<file path="src/rtl/fade_pkg.sv">
// Shared types for the RGB hue-wheel fade sequencer.
//   phase_e     : hue phase, encoded 0..5 in wheel order
//   chan_e      : selects one of the three colour channels
//   ramp_t      : the ramping channel plus its direction
//   phase_ramp(): maps a phase to the channel that ramps in it
package fade_pkg;

  typedef enum logic [2:0] {
    PH_G_UP = 3'd0,
    PH_R_DN = 3'd1,
    PH_B_UP = 3'd2,
    PH_G_DN = 3'd3,
    PH_R_UP = 3'd4,
    PH_B_DN = 3'd5
  } phase_e;

  typedef enum logic [1:0] {
    CH_R = 2'd0,
    CH_G = 2'd1,
    CH_B = 2'd2
  } chan_e;

  typedef struct packed {
    chan_e ch;
    logic  up;
  } ramp_t;

  function automatic ramp_t phase_ramp(phase_e ph);
    ramp_t r;
    r.ch = CH_G;
    r.up = 1'b1;
    case (ph)
      PH_G_UP: begin r.ch = CH_G; r.up = 1'b1; end
      PH_R_DN: begin r.ch = CH_R; r.up = 1'b0; end
      PH_B_UP: begin r.ch = CH_B; r.up = 1'b1; end
      PH_G_DN: begin r.ch = CH_G; r.up = 1'b0; end
      PH_R_UP: begin r.ch = CH_R; r.up = 1'b1; end
      PH_B_DN: begin r.ch = CH_B; r.up = 1'b0; end
      default: begin r.ch = CH_G; r.up = 1'b1; end
    endcase
    return r;
  endfunction

endpackage

</file>
<file path="src/rtl/fade_step_timer.sv">
// Counts PWM period completions and fires a single-cycle step every
// PERIODS_PER_STEP periods.
//   clk, rst_n      : clock, async active-low reset
//   en              : count enable; when low the count holds
//   clear           : synchronous clear, overrides en
//   pwm_period_end  : one-cycle period-wrap pulse
//   step            : combinational, high on the pulse that completes a step
module fade_step_timer #(
  parameter int unsigned PERIODS_PER_STEP = 4
) (
  input  logic clk,
  input  logic rst_n,
  input  logic en,
  input  logic clear,
  input  logic pwm_period_end,
  output logic step
);

  localparam int unsigned CW = (PERIODS_PER_STEP > 1) ? $clog2(PERIODS_PER_STEP) : 1;
  localparam logic [CW-1:0] TC = CW'(PERIODS_PER_STEP - 1);

  logic [CW-1:0] r_cnt;
  logic          w_count;
  logic          w_tc;

  assign w_count = en & pwm_period_end & ~clear;
  assign w_tc    = (r_cnt == TC);
  assign step    = w_count & w_tc;

  always_ff @(posedge clk or negedge rst_n) begin
    if (!rst_n) begin
      r_cnt <= '0;
    end else if (clear) begin
      r_cnt <= '0;
    end else if (w_count) begin
      r_cnt <= w_tc ? '0 : r_cnt + 1'b1;
    end
  end

endmodule

</file>
<file path="src/rtl/rgb_fade_sequencer.sv">
// Steps the three RGB PWM duty values around a hue wheel. One channel
// ramps per phase by INC_STEP every PERIODS_PER_STEP PWM periods; duties
// only change on the cycle after a period wrap.
//   clk, rst_n            : clock, async active-low reset
//   en                    : 1 = fade runs, 0 = freeze all state
//   restart               : synchronous return to the reset state (pulses duty_valid)
//   pwm_period_end        : period-wrap pulse from the PWM datapath
//   duty_r/g/b            : registered duty values, 0..PWM_INTERVAL
//   duty_valid            : one-cycle pulse when duties change
//   phase                 : current hue phase 0..5
//
// phase   | meaning
// PH_G_UP | R max, G ramps up,   B 0
// PH_R_DN | G max, R ramps down, B 0
// PH_B_UP | G max, B ramps up,   R 0
// PH_G_DN | B max, G ramps down, R 0
// PH_R_UP | B max, R ramps up,   G 0
// PH_B_DN | R max, B ramps down, G 0
module rgb_fade_sequencer
  import fade_pkg::*;
#(
  parameter  int unsigned PWM_INTERVAL     = 1200,
  parameter  int unsigned INC_STEP         = 10,
  parameter  int unsigned PERIODS_PER_STEP = 4,
  localparam int unsigned DW               = $clog2(PWM_INTERVAL + 1)
) (
  input  logic          clk,
  input  logic          rst_n,
  input  logic          en,
  input  logic          restart,
  input  logic          pwm_period_end,
  output logic [DW-1:0] duty_r,
  output logic [DW-1:0] duty_g,
  output logic [DW-1:0] duty_b,
  output logic          duty_valid,
  output logic [2:0]    phase
);

  if (PWM_INTERVAL % INC_STEP != 0) begin : g_bad_step
    $error("PWM_INTERVAL must be a multiple of INC_STEP");
  end
  if (PERIODS_PER_STEP < 1) begin : g_bad_pps
    $error("PERIODS_PER_STEP must be at least 1");
  end
  if (PWM_INTERVAL < 2) begin : g_bad_interval
    $error("PWM_INTERVAL must be at least 2");
  end

  localparam logic [DW-1:0] FULL    = DW'(PWM_INTERVAL);
  localparam logic [DW-1:0] INC     = DW'(INC_STEP);
  localparam logic [DW-1:0] TOP_PRE = DW'(PWM_INTERVAL - INC_STEP);

  logic [DW-1:0] r_duty_r, r_duty_g, r_duty_b;
  logic          r_valid;
  phase_e        r_phase;

  logic          w_step;
  ramp_t         w_ramp;
  logic [DW-1:0] w_cur;
  logic [DW-1:0] w_next;
  logic          w_at_limit;
  phase_e        w_phase_nxt;

  fade_step_timer #(
    .PERIODS_PER_STEP(PERIODS_PER_STEP)
  ) u_timer (
    .clk            (clk),
    .rst_n          (rst_n),
    .en             (en),
    .clear          (restart),
    .pwm_period_end (pwm_period_end),
    .step           (w_step)
  );

  // Limit is detected on the pre-step value, so the add/subtract can never
  // wrap past full scale or below zero.
  always_comb begin
    w_ramp = phase_ramp(r_phase);
    case (w_ramp.ch)
      CH_R:    w_cur = r_duty_r;
      CH_G:    w_cur = r_duty_g;
      default: w_cur = r_duty_b;
    endcase
    w_next      = w_ramp.up ? (w_cur + INC) : (w_cur - INC);
    w_at_limit  = w_ramp.up ? (w_cur == TOP_PRE) : (w_cur == INC);
    w_phase_nxt = (r_phase == PH_B_DN) ? PH_G_UP : phase_e'(r_phase + 3'd1);
  end

  always_ff @(posedge clk or negedge rst_n) begin
    if (!rst_n) begin
      r_duty_r <= FULL;
      r_duty_g <= '0;
      r_duty_b <= '0;
      r_phase  <= PH_G_UP;
      r_valid  <= 1'b0;
    end else if (restart) begin
      r_duty_r <= FULL;
      r_duty_g <= '0;
      r_duty_b <= '0;
      r_phase  <= PH_G_UP;
      r_valid  <= 1'b1;
    end else begin
      r_valid <= w_step;
      if (w_step) begin
        case (w_ramp.ch)
          CH_R:    r_duty_r <= w_next;
          CH_G:    r_duty_g <= w_next;
          default: r_duty_b <= w_next;
        endcase
        if (w_at_limit) begin
          r_phase <= w_phase_nxt;
        end
      end
    end
  end

  assign duty_r     = r_duty_r;
  assign duty_g     = r_duty_g;
  assign duty_b     = r_duty_b;
  assign duty_valid = r_valid;
  assign phase      = r_phase;

endmodule

</file>
<file path="config.mk">
export PLATFORM = sky130hd
export DESIGN_NAME = rgb_fade_sequencer
export DESIGN_NICKNAME = d
export VERILOG_FILES = /design/src/rtl/fade_pkg.sv /design/src/rtl/fade_step_timer.sv /design/src/rtl/rgb_fade_sequencer.sv
export SDC_FILE = /design/constraint.sdc
export NUM_CORES = 1
export LEC_CHECK = 0
export ABC_AREA = 0
export BUFFER_PORTS_ARGS = -buffer_cell sky130_fd_sc_hd__clkbuf_2
export CORE_MARGIN = 2
export CORE_UTILIZATION = 53
export CTS_CLUSTER_DIAMETER = 50
export DETAILED_ROUTE_END_ITERATION = 10
export PLACE_DENSITY = 0.74
export SYNTH_ARGS = -nofsm -noshare
export SYNTH_HDL_FRONTEND = slang
export SYNTH_SLANG_ARGS = --single-unit
</file>
<file path="constraint.sdc">
create_clock -name clk -period 8.9 [get_ports clk]
set_input_delay 1.78 -clock clk [delete_from_list [all_inputs] [get_ports clk]]
set_output_delay 1.78 -clock clk [all_outputs]
set_load 0.01 [all_outputs]
</file>
# Yosys cells after proc, flatten, opt, wreduce, memory -nomap -nowiden
# Cells that the tools add are included.
# word_totals
reg_bits	39
latch_bits	0
ramBits	0
mem_bits_ro	0
input_bits	5
output_inout_bits	37
word_cells	56
n_memories	0
# op_classes
addsub	4
mul	0
n_div	0
order_cmp	0
eq_ne	10
shift	0
mux	21
n_bitwise	4
reduce_logical	11
# op_table
operator	count
$mux 11	10
$pmux 11 s2	1
$pmux 3 s5	1
$mux 3	4
$add 11x4->11 const B	1
$eq 11x11->1 const B	1
$eq 11x4->1 const B	1
$sub 11x4->11 const B	1
$reduce_bool 2->1	5
$reduce_and 2->1	4
$eq 3x2->1 const B	2
$eq 3x3->1 const B	2
$mux 2	3
$add 3x1->3 const B	1
$and 1x1->1	3
$eq 3x1->1 const B	1
$add 2x1->2 const B	1
$eq 2x1->1 const B	1
$eq 2x2->1 const B	1
$logic_not 2->1	1
$mux 1	2
$ne 2x1->1 const B	1
$reduce_or 2->1	1
$not 1->1	1

# Depth between registers and ports, before layout
# depth
word_depth	9
ltp_mapped	15
depth_no_buf	13

# Cells and area by module
# From an unflattened synthesis, not the netlist that was laid out.
# unflattened
cells_unflattened	294
area_unflattened_um2	2603.7
# modules_own_cells
mod	n_inst	cells_each	area_per_inst_um2	seq_area_each_um2
rgb_fade_sequencer	1	284	2483.6	930.9
fade_step_timer	1	10	120.1	50.0

# Worst setup path before layout
# OpenSTA, ideal clock, no wires.
# synth_timing
path_type	input-to-reg
startpoint	input en
endpoint	register r_phase[1], in the netlist phase[1]
setup_ps	128
arrival_ps	3203
path_slack_ps	5570
cell_stages	5
cell_sequence	nand3_1 a221o_1 or4_4 a211oi_2 mux2_1
# synth_between
elab_chain_len	5
# synth_rtl
item	line	source
start: declaration	rgb_fade_sequencer.sv:29	input logic en,
$and 1x1->1 (2 in a row)	fade_step_timer.sv:26	assign w_count = en & pwm_period_end & ~clear;
$and 1x1->1	fade_step_timer.sv:28	assign step = w_count & w_tc;
$reduce_bool 2->1 (no source line)	--	
$reduce_and 2->1 (no source line)	--	
end signal: assignment	rgb_fade_sequencer.sv:111	r_phase <= w_phase_nxt;
end: declaration	rgb_fade_sequencer.sv:55	phase_e r_phase;
# No other way between the ends.
# A chain may end at the register's enable or synchronous reset.

# Final worst setup path
# layout_timing
startpoint	register r_phase[1], in the netlist phase[1]
endpoint	register r_duty_b[7], in the netlist duty_b[7]
# layout_between
elab_chain_len	9
# layout_rtl
item	line	source
$eq 3x3->1, or another cell as far along	fade_pkg.sv:32	case (ph)
$pmux 3 s5 *	fade_pkg.sv:32	
$eq 2x1->1 / $logic_not 2->1 (equally long branches)	rgb_fade_sequencer.sv:79, rgb_fade_sequencer.sv:105	
$pmux 11 s2	rgb_fade_sequencer.sv:79	case (w_ramp.ch)
$sub 11x4->11 / $add 11x4->11 (equally long branches)	rgb_fade_sequencer.sv:84	w_next = w_ramp.up ? (w_cur + INC) : (w_cur - INC);
$mux 11	rgb_fade_sequencer.sv:84	
$mux 11	rgb_fade_sequencer.sv:105	case (w_ramp.ch)
$mux 11	rgb_fade_sequencer.sv:104	if (w_step) begin
$mux 11	rgb_fade_sequencer.sv:96	end else if (restart) begin
end signal: assignment	rgb_fade_sequencer.sv:108	default: r_duty_b <= w_next;
end: declaration	rgb_fade_sequencer.sv:53	logic [DW-1:0] r_duty_r, r_duty_g, r_duty_b;
# Every way passes the cells marked *; elsewhere a longest branch is shown, timed or not. The select of a mux whose other input is x is not followed.

==> flow_summary.json <==
{
  "crit_fanout": 34,
  "grt_max_degree": 51,
  "cts_resized": 0,
  "pwr-share-comb": 0.082,
  "synth_seq_cells": 39,
  "cp_num_buf_inv": 2,
  "vdd_drop_max_v": 0.0000935,
  "dpl.cell_count": 440,
  "drt-met1-wl_mm": 3.87,
  "finalWorstSetupSlack_ns": 4.08,
  "fillCellCount": 505,
  "ys.flop_type": "dfrtp_1",
  "hold_path_class": "reg -> reg",
  "diodes": 0,
  "wl_met2_mm": 4.09,
  "clkSinkCount": 39,
  "io_pins": 42,
  "synth.most_common_cell": "nor2_1",
  "p_sw_uw": 92.4,
  "avgRoutedWirePerCell_um": 20.0,
  "nNetsFinal": 384,
  "hp-start": "u_timer.r_cnt[1]",
  "pre_cts_ws_ns": 4.16,
  "antenna_found_initial": 0,
  "initial_utilization": 0.551,
  "placed_area_um2": 3200,
  "critPathKind": "reg -> reg",
  "clkTransAtPathRegs_ns": 0.09,
  "cts_root_buffer": "clkbuf_8",
  "synth_edf_count": 0,
  "syn_area_um2": 3040,
  "r2r_cells": 12,
  "cts_buffer_depth": 2,
  "clk_latency_ns": 0.31,
  "seq_area_frac_synth": 0.323,
  "fmax_ghz": 0.208,
  "crit_family": "compound AO/OA/AOI/OAI gates",
  "p_seq_frac": 0.489,
  "synth_area_leaders": "dfrtp_1, nor2_1, dfstp_2",
  "status": "completed",
  "ys_warn_count": 0,
  "cts_max_level": 2,
  "final_util": 0.603,
  "r2r_setup_slack_ns": 4.08,
  "port_buffers": 41,
  "finalMaxSlewViolations": 0,
  "totalWireLength_mm": 8.96,
  "period_share": 0.541,
  "intPower_uw": 282,
  "drt-initial-drc-count": 422,
  "area_delta_synth_final_pct": 9.44,
  "drcViolationCount": 0,
  "cts_setup_buffers": 0,
  "synth_cells": 349,
  "rr_startpoint": "phase[1]",
  "worst_pin_slew_ns": 1.16,
  "vias_per_cell": 6.79,
  "final_cells": 448,
  "grt_first_pass_wirelength_mm": 14.6,
  "slew_headroom": 0.223,
  "timing.rr.end": "duty_b[7]",
  "cts_buffers": 5,
  "overflow": 0,
  "dp_hpwl_mm": 6.31,
  "place_congestion": 0.991,
  "postLayoutCellArea_um2": 3320,
  "die_h_um": 79.7,
  "syn_avg_cell_area_um2": 8.70,
  "dieArea_um2": 6350,
  "hold_buffers": 0,
  "maxUsedRoutingLayer": "met4",
  "slowest_delay_ns": 0.98,
  "die_w_um": 79.7,
  "tritoncts": "built",
  "crit_required_ns": 9.03,
  "track_usage": 0.301,
  "coreArea_um2": 5510,
  "clkPwrFrac": 0.429,
  "synth.distinct_cells": 77,
  "switching_share": 0.247,
  "crit_chain": "clkinv_1 > nor2_1 > ha_1 > nor3_1 > a221o_1 > nor2_1 > inv_1 > ha_1 > o22ai_2 > a2bb2oi_1 > xor2_1 > a211oi_1",
  "cp-end-kind": "flip-flop",
  "rsz0062_at_grt": "false",
  "dr.pass1.iters": 5,
  "wl_met3_um": 800,
  "finClkSkew_ns": 0.00996,
  "synth_commonest_cells": "nor2_1, dfrtp_1, nand2_1, a21oi_1, nor3_1",
  "cp_slowest_cell": "dfrtp_1",
  "dr_total_vias": 3042,
  "drive_above_1_share": 0.199,
  "start_kind": "flip-flop",
  "yosysTopAreaCellShare": 0.289,
  "fin_tns_setup_ns": 0,
  "power_density_nw_per_um2": 113,
  "hold_end": "u_timer.r_cnt[1]",
  "worstPathArrival_ns": 4.95,
  "hold_viol_final": 0,
  "period_needed_ns": 4.82,
  "ant_nets": 0,
  "num_rows": 27,
  "synth_fp_nets": 358,
  "p_leak_nw": 1.35,
  "grt_pass1_vias": 2805,
  "finalSetupViolCount": 0,
  "async_flop_share": 1.00,
  "worstHoldPathCells": 2,
  "drv_cap": 0,
  "yosys.area.top_type": "dfrtp_1"
}
## kinds of logic after synthesis
family	after synthesis	synth area share
buffers and inverters	32	0.0565
DFF	39	0.323
xor gates and xnor gates	6	0.0173
AOI/OAI and AO/OA	105	0.274
muxes	7	0.0256
adders and majority gates	4	0.0165
and+or+nand+nor	156	0.287
## cell type report
cell class                      count  area [um2]  area share
Clock inverter                      2        35.0      0.0105
Timing Repair Buffer               43         220      0.0663
Clock buffer                        6        82.6      0.0249
Sequential cell                    39         981       0.295
Inverter                            8        30.0     0.00904
Multi-Input combinational cell    278        1880       0.567
Tap cell                           72        90.1      0.0271
## worst max path at each step
stage | from | end | slack, ns | cells past startpoint
floorplan | en | phase[1] | 5.57 | 5
global route | phase[1] | duty_b[7] | 3.66 | 12
CTS | phase[1] | duty_b[7] | 4.16 | 12
global placement | phase[1] | duty_b[7] | 4.20 | 12
detailed placement | phase[1] | duty_b[7] | 4.16 | 12
finish | phase[1] | duty_b[7] | 4.08 | 12
## state kept, by name, indices dropped and copies added, names as in the netlist
| register | count |
|---|---|
| duty_r | 11 |
| duty_valid | 1 |
| u_timer.r_cnt | 2 |
| duty_g | 11 |
| phase | 3 |
| duty_b | 11 |
## metal layers
metal,GRT usage,vias up
li1,-,1389
met1,0.418,1476
met2,0.467,159
met3,0.0520,18
met4,0.112,0
met5,0,-
## power groups by stage
| stage | clock network (mW) | registers [mW] | logic [mW] |
|---|---|---|---|
| floorplan | 0 | 0.187 | 0.0167 |
| global placement | 0 | 0.186 | 0.0300 |
| detailed placement | 0 | 0.186 | 0.0305 |
| CTS | 0.161 | 0.183 | 0.0307 |
| global route | 0.166 | 0.184 | 0.0341 |
| finish | 0.160 | 0.183 | 0.0308 |
## cells in the final DEF, fill, tap and decap left out, types with 4 or more instances in the layout
cell       synthesis  layout
a21oi_1           19      19
nand2b_1           9       9
and2_1             4       4
nor2b_1            8       8
nand3b_1          10      10
xnor2_1            4       4
o2111ai_1          4       4
a221o_1            4       4
o31ai_1            4       4
nor2_1            39      39
inv_1              7       7
dfrtp_1           35      35
o21ai_0            4       4
clkbuf_2           0      41
clkbuf_8           0       6
dfstp_2            4       4
ha_1               4       4
o211ai_1           5       5
a211oi_1           9       9
a22o_1             5       5
nand2_1           27      27
nor3_1            13      13
nand3_1           12      12
nor4_1             4       4
o32ai_1            4       4
nor3b_1            4       4
## per-stage QoR
stage	power, mW	hold WS, ns
6_report	0.374	0.537
5_1_grt	0.384	0.565
4_1_cts	0.374	0.539
3_5_place_dp	0.217	0.528
3_3_place_gp	0.216	0.518
2_1_floorplan	0.204	0.506
## worst register-to-register path, stage by stage, from the launching register on
cell and delay (ns):
dfrtp_1 0.98, clkinv_1 0.54, nor2_1 0.20, ha_1 0.52, nor3_1 0.26, a221o_1 0.47
nor2_1 0.37, inv_1 0.09, ha_1 0.24, o22ai_2 0.25, a2bb2oi_1 0.22, xor2_1 0.37
a211oi_1 0.13
Power figures use the tool's default switching activity.
